$ cat src/rtl/b16_bus_arbiter_pkg.sv
// b16 bus arbiter shared definitions: state encoding, bus width and
// byte-strobe bit positions used by the arbiter and its interface.
package b16_bus_pkg;

  // Width of the b16 data/address bus
  localparam int B16_L = 16;

  // Bit positions inside the {hi, lo} byte write strobes
  localparam int WR_HI = 1;
  localparam int WR_LO = 0;

  // Arbiter states: CPU owns the bus, host access cycle, host completion cycle
  typedef enum logic [1:0] {
    ST_CPU = 2'b00,
    ST_ACC = 2'b01,
    ST_ACK = 2'b10
  } arb_state_t;

endpackage

$ cat src/rtl/b16_bus_arbiter_if.sv
// Bundle of CPU, host and shared-memory signals around the b16 bus arbiter.
// The slave modport is the arbiter's view; master is the surrounding system
// (core, debugger, host master and memory decode).
interface b16_bus_arbiter_if
  import b16_bus_pkg::*;
#(
  parameter int l = B16_L
);

  // core / debugger side
  logic         run_in;
  logic         cpu_run;
  logic [l-1:0] cpu_addr;
  logic         cpu_rd;
  logic [1:0]   cpu_wr;
  logic [l-1:0] cpu_wdata;
  logic [l-1:0] cpu_rdata;

  // external host master side
  logic         host_req;
  logic         host_we;
  logic [1:0]   host_be;
  logic [l-1:0] host_addr;
  logic [l-1:0] host_wdata;
  logic         host_ack;
  logic [l-1:0] host_rdata;

  // shared memory port
  logic [l-1:0] mem_addr;
  logic         mem_rd;
  logic [1:0]   mem_wr;
  logic [l-1:0] mem_wdata;
  logic [l-1:0] mem_rdata;

  modport slave (
    input  run_in, cpu_addr, cpu_rd, cpu_wr, cpu_wdata,
    input  host_req, host_we, host_be, host_addr, host_wdata,
    input  mem_rdata,
    output cpu_run, cpu_rdata, host_ack, host_rdata,
    output mem_addr, mem_rd, mem_wr, mem_wdata
  );

  modport master (
    output run_in, cpu_addr, cpu_rd, cpu_wr, cpu_wdata,
    output host_req, host_we, host_be, host_addr, host_wdata,
    output mem_rdata,
    input  cpu_run, cpu_rdata, host_ack, host_rdata,
    input  mem_addr, mem_rd, mem_wr, mem_wdata
  );

endinterface

$ cat src/rtl/b16_bus_arbiter.sv
// b16 bus arbiter: shares the core's memory bus with one external host.
// The CPU owns the bus by default; a host request stalls the core through
// cpu_run and runs a two-cycle ACC/ACK access on the shared port.
// Optional feature macro: B16_ARB_FAIR_EN -- limits host bursts to MAX_BURST
// accesses, then hands the CPU at least one cycle back.
module b16_bus_arbiter
  import b16_bus_pkg::*;
#(
  parameter int l         = B16_L,
  parameter int MAX_BURST = 4
) (
  input  logic              clk,
  input  logic              nreset,
  b16_bus_arbiter_if.slave  bus
);

  // Burst limit is held in a 4-bit counter, so it must fit 1..15
  if (MAX_BURST < 1 || MAX_BURST > 15) begin : g_max_burst_range
    $error("b16_bus_arbiter: MAX_BURST out of range 1..15");
  end

  arb_state_t   state_reg, state_next;
  logic         host_ack_reg;
  logic [l-1:0] host_rdata_reg;
  logic [1:0]   host_wr;

`ifdef B16_ARB_FAIR_EN
  localparam logic [3:0] BURST_LIMIT = 4'(MAX_BURST);
  logic [3:0] burst_cnt_reg, burst_cnt_next;
  logic       owed_reg, owed_next;
`endif

  // Host byte strobes only reach memory on writes
  genvar gi;
  for (gi = WR_LO; gi <= WR_HI; gi++) begin : g_host_wr
    assign host_wr[gi] = bus.host_we & bus.host_be[gi];
  end

  // Next-state logic; ACK never re-samples host_req for the finished access
  always_comb begin
    state_next = state_reg;
`ifdef B16_ARB_FAIR_EN
    burst_cnt_next = burst_cnt_reg;
    owed_next      = owed_reg;
`endif
    case (state_reg)
      ST_CPU: begin
`ifdef B16_ARB_FAIR_EN
        owed_next = 1'b0;
        if (bus.host_req && !owed_reg) state_next = ST_ACC;
`else
        if (bus.host_req) state_next = ST_ACC;
`endif
      end
      ST_ACC: begin
        state_next = ST_ACK;
`ifdef B16_ARB_FAIR_EN
        burst_cnt_next = burst_cnt_reg + 4'd1;
`endif
      end
      ST_ACK: begin
`ifdef B16_ARB_FAIR_EN
        if (bus.host_req && (burst_cnt_reg < BURST_LIMIT)) begin
          state_next = ST_ACC;
        end else begin
          state_next = ST_CPU;
          // a pending request here means the burst limit forced the exit
          owed_next  = bus.host_req;
        end
`else
        state_next = bus.host_req ? ST_ACC : ST_CPU;
`endif
      end
      default: state_next = ST_CPU;
    endcase
`ifdef B16_ARB_FAIR_EN
    if (state_next == ST_CPU) burst_cnt_next = '0;
`endif
  end

  // State, flags and registered host outputs
  always_ff @(posedge clk) begin
    if (!nreset) begin
      state_reg      <= ST_CPU;
      host_ack_reg   <= 1'b0;
      host_rdata_reg <= '0;
`ifdef B16_ARB_FAIR_EN
      burst_cnt_reg  <= '0;
      owed_reg       <= 1'b0;
`endif
    end else begin
      state_reg    <= state_next;
      host_ack_reg <= (state_reg == ST_ACC);
      if ((state_reg == ST_ACC) && !bus.host_we) host_rdata_reg <= bus.mem_rdata;
`ifdef B16_ARB_FAIR_EN
      burst_cnt_reg <= burst_cnt_next;
      owed_reg      <= owed_next;
`endif
    end
  end

  // Shared-port muxes and core stall, driven from the state register only
  always_comb begin
    bus.cpu_run   = bus.run_in;
    bus.mem_addr  = bus.cpu_addr;
    bus.mem_rd    = bus.cpu_rd;
    bus.mem_wr    = bus.cpu_wr;
    bus.mem_wdata = bus.cpu_wdata;
    case (state_reg)
      ST_ACC: begin
        bus.cpu_run   = 1'b0;
        bus.mem_addr  = bus.host_addr;
        bus.mem_rd    = !bus.host_we;
        bus.mem_wr    = host_wr;
        bus.mem_wdata = bus.host_wdata;
      end
      ST_ACK: begin
        bus.cpu_run = 1'b0;
        bus.mem_rd  = 1'b0;
        bus.mem_wr  = 2'b00;
      end
      default: ;
    endcase
  end

  assign bus.cpu_rdata  = bus.mem_rdata;
  assign bus.host_ack   = host_ack_reg;
  assign bus.host_rdata = host_rdata_reg;

endmodule

$ cat src/flat_wrapper.sv
// flat-port wrapper written by rule: the top's interface ports become plain ports
module b16_bus_arbiter_flat import b16_bus_pkg::*;
#(
  parameter int l         = B16_L,
  parameter int MAX_BURST = 4
)
  (clk, nreset, bus_run_in, bus_cpu_addr, bus_cpu_rd, bus_cpu_wr, bus_cpu_wdata, bus_host_req, bus_host_we, bus_host_be, bus_host_addr, bus_host_wdata, bus_mem_rdata, bus_cpu_run, bus_cpu_rdata, bus_host_ack, bus_host_rdata, bus_mem_addr, bus_mem_rd, bus_mem_wr, bus_mem_wdata);
  b16_bus_arbiter_if #(.l(l)) bus_i ();
  input  logic clk;
  input  logic nreset;
  input wire logic [$bits(bus_i.run_in)-1:0] bus_run_in;
  input wire logic [$bits(bus_i.cpu_addr)-1:0] bus_cpu_addr;
  input wire logic [$bits(bus_i.cpu_rd)-1:0] bus_cpu_rd;
  input wire logic [$bits(bus_i.cpu_wr)-1:0] bus_cpu_wr;
  input wire logic [$bits(bus_i.cpu_wdata)-1:0] bus_cpu_wdata;
  input wire logic [$bits(bus_i.host_req)-1:0] bus_host_req;
  input wire logic [$bits(bus_i.host_we)-1:0] bus_host_we;
  input wire logic [$bits(bus_i.host_be)-1:0] bus_host_be;
  input wire logic [$bits(bus_i.host_addr)-1:0] bus_host_addr;
  input wire logic [$bits(bus_i.host_wdata)-1:0] bus_host_wdata;
  input wire logic [$bits(bus_i.mem_rdata)-1:0] bus_mem_rdata;
  output wire logic [$bits(bus_i.cpu_run)-1:0] bus_cpu_run;
  output wire logic [$bits(bus_i.cpu_rdata)-1:0] bus_cpu_rdata;
  output wire logic [$bits(bus_i.host_ack)-1:0] bus_host_ack;
  output wire logic [$bits(bus_i.host_rdata)-1:0] bus_host_rdata;
  output wire logic [$bits(bus_i.mem_addr)-1:0] bus_mem_addr;
  output wire logic [$bits(bus_i.mem_rd)-1:0] bus_mem_rd;
  output wire logic [$bits(bus_i.mem_wr)-1:0] bus_mem_wr;
  output wire logic [$bits(bus_i.mem_wdata)-1:0] bus_mem_wdata;
  assign bus_i.run_in = bus_run_in;
  assign bus_i.cpu_addr = bus_cpu_addr;
  assign bus_i.cpu_rd = bus_cpu_rd;
  assign bus_i.cpu_wr = bus_cpu_wr;
  assign bus_i.cpu_wdata = bus_cpu_wdata;
  assign bus_i.host_req = bus_host_req;
  assign bus_i.host_we = bus_host_we;
  assign bus_i.host_be = bus_host_be;
  assign bus_i.host_addr = bus_host_addr;
  assign bus_i.host_wdata = bus_host_wdata;
  assign bus_i.mem_rdata = bus_mem_rdata;
  assign bus_cpu_run = bus_i.cpu_run;
  assign bus_cpu_rdata = bus_i.cpu_rdata;
  assign bus_host_ack = bus_i.host_ack;
  assign bus_host_rdata = bus_i.host_rdata;
  assign bus_mem_addr = bus_i.mem_addr;
  assign bus_mem_rd = bus_i.mem_rd;
  assign bus_mem_wr = bus_i.mem_wr;
  assign bus_mem_wdata = bus_i.mem_wdata;
  b16_bus_arbiter #(.l(l), .MAX_BURST(MAX_BURST)) u_core (.clk(clk), .nreset(nreset), .bus(bus_i));
endmodule
$ cat config.mk
export PLATFORM = sky130hd
export DESIGN_NAME = b16_bus_arbiter_flat
export DESIGN_NICKNAME = d
export VERILOG_FILES = /design/src/rtl/b16_bus_arbiter_pkg.sv /design/src/rtl/b16_bus_arbiter_if.sv /design/src/rtl/b16_bus_arbiter.sv /design/src/flat_wrapper.sv
export SDC_FILE = /design/constraint.sdc
export NUM_CORES = 1
export LEC_CHECK = 0
export CELL_PAD_IN_SITES_DETAIL_PLACEMENT = 1
export CELL_PAD_IN_SITES_GLOBAL_PLACEMENT = 1
export CORE_MARGIN = 3
export CORE_UTILIZATION = 19
export DETAILED_ROUTE_END_ITERATION = 8
export PLACE_DENSITY = 0.94
export SETUP_SLACK_MARGIN = 0.02
export SKIP_LAST_GASP = 1
export SYNTH_ARGS = -nofsm -noshare
export SYNTH_HDL_FRONTEND = slang
export SYNTH_SLANG_ARGS = --single-unit
$ cat constraint.sdc
create_clock -name clk -period 3.5 [get_ports clk]
set_input_delay 0.7 -clock clk [delete_from_list [all_inputs] [get_ports clk]]
set_output_delay 0.7 -clock clk [all_outputs]
set_load 0.01 [all_outputs]
# Word level (Yosys, flattened, before mapping)
# Cells that the tools add are included.
[op_classes]
n_eq_ne = 3
n_mux = 8
bitwise = 2
n_reduce_logical = 4
[ops]
columns = ["cell", "count"]
rows = [
  ["16-bit 2-to-1 mux", 2],
  ["2-bit one-hot mux with 3 select lines", 1],
  ["2-bit one-hot mux with 2 select lines", 1],
  ["1-bit bitwise AND", 2],
  ["2-bit by 1-bit equality test with 1-bit output, second input constant", 1],
  ["2-bit equality test, second input constant", 1],
  ["2-bit zero test", 1],
  ["1-bit 2-to-1 mux", 2],
  ["2-bit 2-to-1 mux", 1],
  ["2-bit != test, second input constant", 1],
  ["1-bit one-hot mux with 2 select lines", 1],
  ["2-bit OR reduction", 1],
  ["1-bit logical AND", 1],
  ["1-bit zero test", 1],
]
[word_totals]
reg_bits = 19
input_bits = 90
output_inout_bits = 69
wordCells = 20

# Logic depth before layout (Yosys ltp)
[depth]
depth_word = 3
depth_mapped = 8
mapped_depth_nobuf = 5

# Worst setup path before layout
# Ideal clock, no wire load.
[synth_path]
path_kind = "reg-to-output"
startpoint = "register u_core.state_reg[1]"
endpoint = "output bus_mem_rd"
arrival_time_ns = 1.308
required_ns = 2.800
setup_slack_ns = 1.492
path_stages_with_launch = 7
path_buffers = 2
path_cell_list = "dfxtp_1 -> inv_1 -> ha_1 -> buf_6 -> and2b_1 -> buf_4 -> mux2_2"
[synth_via]
elab_chain_len = 2
word_cells_on_any_way = 3
cone_classes = "eq/ne: 2; mux: 1"
[synth_rtl]
columns = ["element", "line_no", "rtl"]
rows = [
  ["start, declared", "b16_bus_arbiter.sv:22", "arb_state_t state_reg, state_next;"],
  ["start signal, assigned", "b16_bus_arbiter.sv:92", "state_reg <= state_next;"],
  ["2-bit equality test / 2-bit by 1-bit equality test with 1-bit output (equally long branches)", "b16_bus_arbiter.sv:109", "case (state_reg)"],
  ["1-bit one-hot mux with 2 select lines (*)", "b16_bus_arbiter.sv:109", ""],
  ["end, declared", "flat_wrapper.sv:27", "output wire logic [$bits(bus_i.mem_rd)-1:0] bus_mem_rd;"],
]
# Every way passes the cells marked *; elsewhere a longest branch is shown, timed or not.

# Worst setup path in the final report
[layout_path]
startpoint = "register u_core.state_reg[1]"
endpoint = "output bus_mem_wdata[4]"
[layout_via]
elab_chain_len = 2
[layout_rtl]
columns = ["element", "line_no", "rtl"]
rows = [
  ["2-bit by 1-bit equality test with 1-bit output", "b16_bus_arbiter.sv:109", ""],
  ["16-bit 2-to-1 mux", "b16_bus_arbiter.sv:109", ""],
  ["end, declared", "flat_wrapper.sv:29", "output wire logic [$bits(bus_i.mem_wdata)-1:0] bus_mem_wdata;"],
]
# No other way between the ends.

==> flow_metrics.env <==
export IMPL_status="finished, final reports clean"
export IMPL_clkPwrFrac_pct=20.3
export IMPL_vias_per_cell=4.123
export IMPL_synth_area_leaders="dfxtp_1, mux2_2, buf_4, nand2_1, a21boi_2"
export IMPL_synth_top_family_by_area="multiplexers"
export IMPL_crit_path_start_kind="flip-flop"
export IMPL_grt_setup_unrepaired="no"
export IMPL_drv_slew=0
export IMPL_relSlewSlack_pct=43.84
export IMPL_power_switching_w=0.0001974
export IMPL_drtIter0Drc=22
export IMPL_synthAdderAreaFrac_pct=3.653
export IMPL_grt_pass1_wl_um=8618
export IMPL_slowest_delay_ns=0.74
export IMPL_internal_power_w=0.0005479
export IMPL_cts_tree="yes"
export IMPL_die_w_um=90.92
export IMPL_cellPowerDensity_mw_per_mm2=252.8
export IMPL_vias=1575
export IMPL_p_comb_share_pct=48.7
export IMPL_synth_common_cells="mux2_2, nand2_1, dfxtp_1, buf_4, a21boi_2"
export IMPL_ys_flop_type="dfxtp_1"
export IMPL_arrival_ns=2.36
export IMPL_fp_dieH_um=90.92
export IMPL_max_freq_ghz=0.3268
export IMPL_swShare_pct=26.49
export IMPL_path_delay_family="adder cells"
export IMPL_numPortBuffers=158
export IMPL_crit_fanout=38
export IMPL_path_buf_inv=2
export IMPL_leakagePower_nw=1.051
export IMPL_grt_max_degree=39
export IMPL_crit_chain="inv_1 > ha_2 > mux2_2 > clkdlybuf4s50_1"
export IMPL_io_pin_count=159
export IMPL_hp_class="reg2reg"
export IMPL_critPathCaptureType="primary output"
export IMPL_cts_root_buf="clkbuf_8"
export IMPL_syn_to_final_growth_pct=115.2
export IMPL_synth_simple_area_share_pct=12.97
export IMPL_wl_per_cell_um=14.50
export IMPL_setup_viol=0
export IMPL_cts_resized=0
export IMPL_path_clk_slew_ns=0.07
export IMPL_period_share_pct=87.42
export IMPL_hold_viol=0
export IMPL_maxCapViolations=0
export IMPL_synth_top_area_share_pct=27.76
export IMPL_diodes=0
export IMPL_fin_skew_ns=0.001879
export IMPL_die_area_mm2=0.008266
export IMPL_yosysUniqueCellTypes=21
export IMPL_track_usage_pct=12.80
export IMPL_cts_buffers=3
export IMPL_start_util_pct=19.84
export IMPL_syn_num_nets=242
export IMPL_netlist_area_mm2=0.001370
export IMPL_synth_xor_area_share_pct=0
export IMPL_synthMuxAreaShare_pct=27.85
export IMPL_power_w=0.0007453
export IMPL_drcViolationCount=0
export IMPL_post_synth_top_count_cell="mux2_2"
export IMPL_crit_slowest_cell="ha_2"
export IMPL_yosysWarnings=0
export IMPL_largest_reg_flops=16
export IMPL_dp_hpwl_um=4866
export IMPL_grt_overflow_total=0
export IMPL_worstSkewPairLatency_ns=0.25
export IMPL_seqPwrFrac_pct=31.0
export IMPL_num_rows=30
export IMPL_syn_instance_count=148
export IMPL_synth_async_reset_ratio_pct=0
export IMPL_drive_above_1_share_pct=17.13
export IMPL_worstSetupPathType="reg2out"
export IMPL_ir_drop_mv=0.09541
export IMPL_antenna_found_initial=0
export IMPL_fin_setup_tns_ns=0
export IMPL_crit_required_ns=2.80
export IMPL_synth_edf_count=0
export IMPL_htree_levels=1
export IMPL_cts_setup_buffers=0
export IMPL_clock_sinks=19
export IMPL_ys_seq_area_share_pct=27.76
export IMPL_avgSynthCellArea_um2=9.257
export IMPL_postCtsHoldBufs=0
export IMPL_final_antenna_net_count=0
export IMPL_synth_seq_cells=19
export IMPL_worst_pin_slew_ns=0.8424
export IMPL_wirelength_um=5540
export IMPL_drt_pass1_iter_count=3
export IMPL_cts_path_max_buffers=2
export IMPL_synth_top_cell_by_area="dfxtp_1"
export IMPL_synth_compound_area_share_pct=13.33
export IMPL_placeableCoreArea_mm2=0.006907
export IMPL_place_congestion=0.6864
export IMPL_grt_pass1_vias=1783
export IMPL_period_needed_ns=3.060
export IMPL_layout_nets=381
[area by class of cell]
type	instances	area [um^2]
clock buffer	4	45.04
fill	813	3959
inverter	5	18.77
multi-input combinational	99	794.5
sequential	19	380.4
tap	96	120.1
timing repair buffer	159	1589
[per-stage QoR]
| step | hold WS (ns) | std cells | setup WS, ns | area (um^2) | util (%) |
|---|---|---|---|---|---|
| finish | 0.4682 | 382 | 0.4402 | 2948 | 42.68 |
| global route | 0.4939 | 382 | 0.2883 | 2948 | 42.68 |
| CTS | 0.4691 | 382 | 0.3767 | 2948 | 42.68 |
| detailed placement | 0.4586 | 378 | 0.6356 | 2903 | 42.03 |
| global placement | 0.4538 | 378 | 0.6680 | 2903 | 42.03 |
| floorplan | 0.4876 | 148 | 1.492 | 1370 | - |
[cell families after synthesis]
family	count (synthesis)
buffers and inverters	30
adder cells (fa/ha/maj)	4
flip-flops	19
AND/OR/NAND/NOR	41
AO/OA/AOI/OAI	20
multiplexers	34
[path summary, 6_finish.rpt]
path | startpoint | endpoint | slack (ns) | cells past startpoint
hold / removal | u_core.bus.host_rdata[9]$_SDFFE_PN0P_ | u_core.bus.host_rdata[9]$_SDFFE_PN0P_ | 0.47 | 2
setup / recovery | u_core.state_reg[1]$_SDFFE_PN0P_ | bus_mem_wdata[4] | 0.44 | 4
setup reg to reg | u_core.state_reg[1]$_SDFFE_PN0P_ | u_core.bus.host_rdata[10]$_SDFFE_PN0P_ | 1.34 | 5
hold reg to reg | u_core.bus.host_rdata[9]$_SDFFE_PN0P_ | u_core.bus.host_rdata[9]$_SDFFE_PN0P_ | 0.47 | 2
[cell usage in the layout, fill, tap and decap left out, drive strengths merged]
master / n
buf: 1
dfxtp: 19
nor2b: 2
o211ai: 1
clkbuf: 4
and2b: 1
nand2: 32
nand2b: 2
or2: 1
mux2: 33
nand4: 2
clkdlybuf4s50: 158
and2: 1
mux2i: 1
inv: 5
o21ai: 2
a21boi: 17
ha: 4
[power by group through the flow]
stage               combinational, W  clock, W  sequential (W)
finish                      0.000363  0.000151        0.000231
global placement            0.000362         0        0.000236
detailed placement          0.000369         0        0.000237
floorplan                   0.000143         0        0.000240
CTS                         0.000371  0.000159        0.000231
global route                0.000390  0.000167        0.000233
[worst reg2reg max path: stages, from the launching register on]
cell and delay (ns):
dfxtp_1 0.34, inv_1 0.09, ha_2 0.74, nand2b_1 0.58, nand2_1 0.24, a21boi_2 0.07
[layer usage]
metal | GRT usage [%] | up-vias | wire length [um]
li1 | - | 753 | -
met1 | 11.97 | 708 | 1829
met2 | 25.20 | 105 | 2946
met3 | 5.167 | 9 | 663
met4 | 3.643 | 0 | 100
met5 | 0 | - | 0
Note: power is estimated with default switching activity, not from simulation.
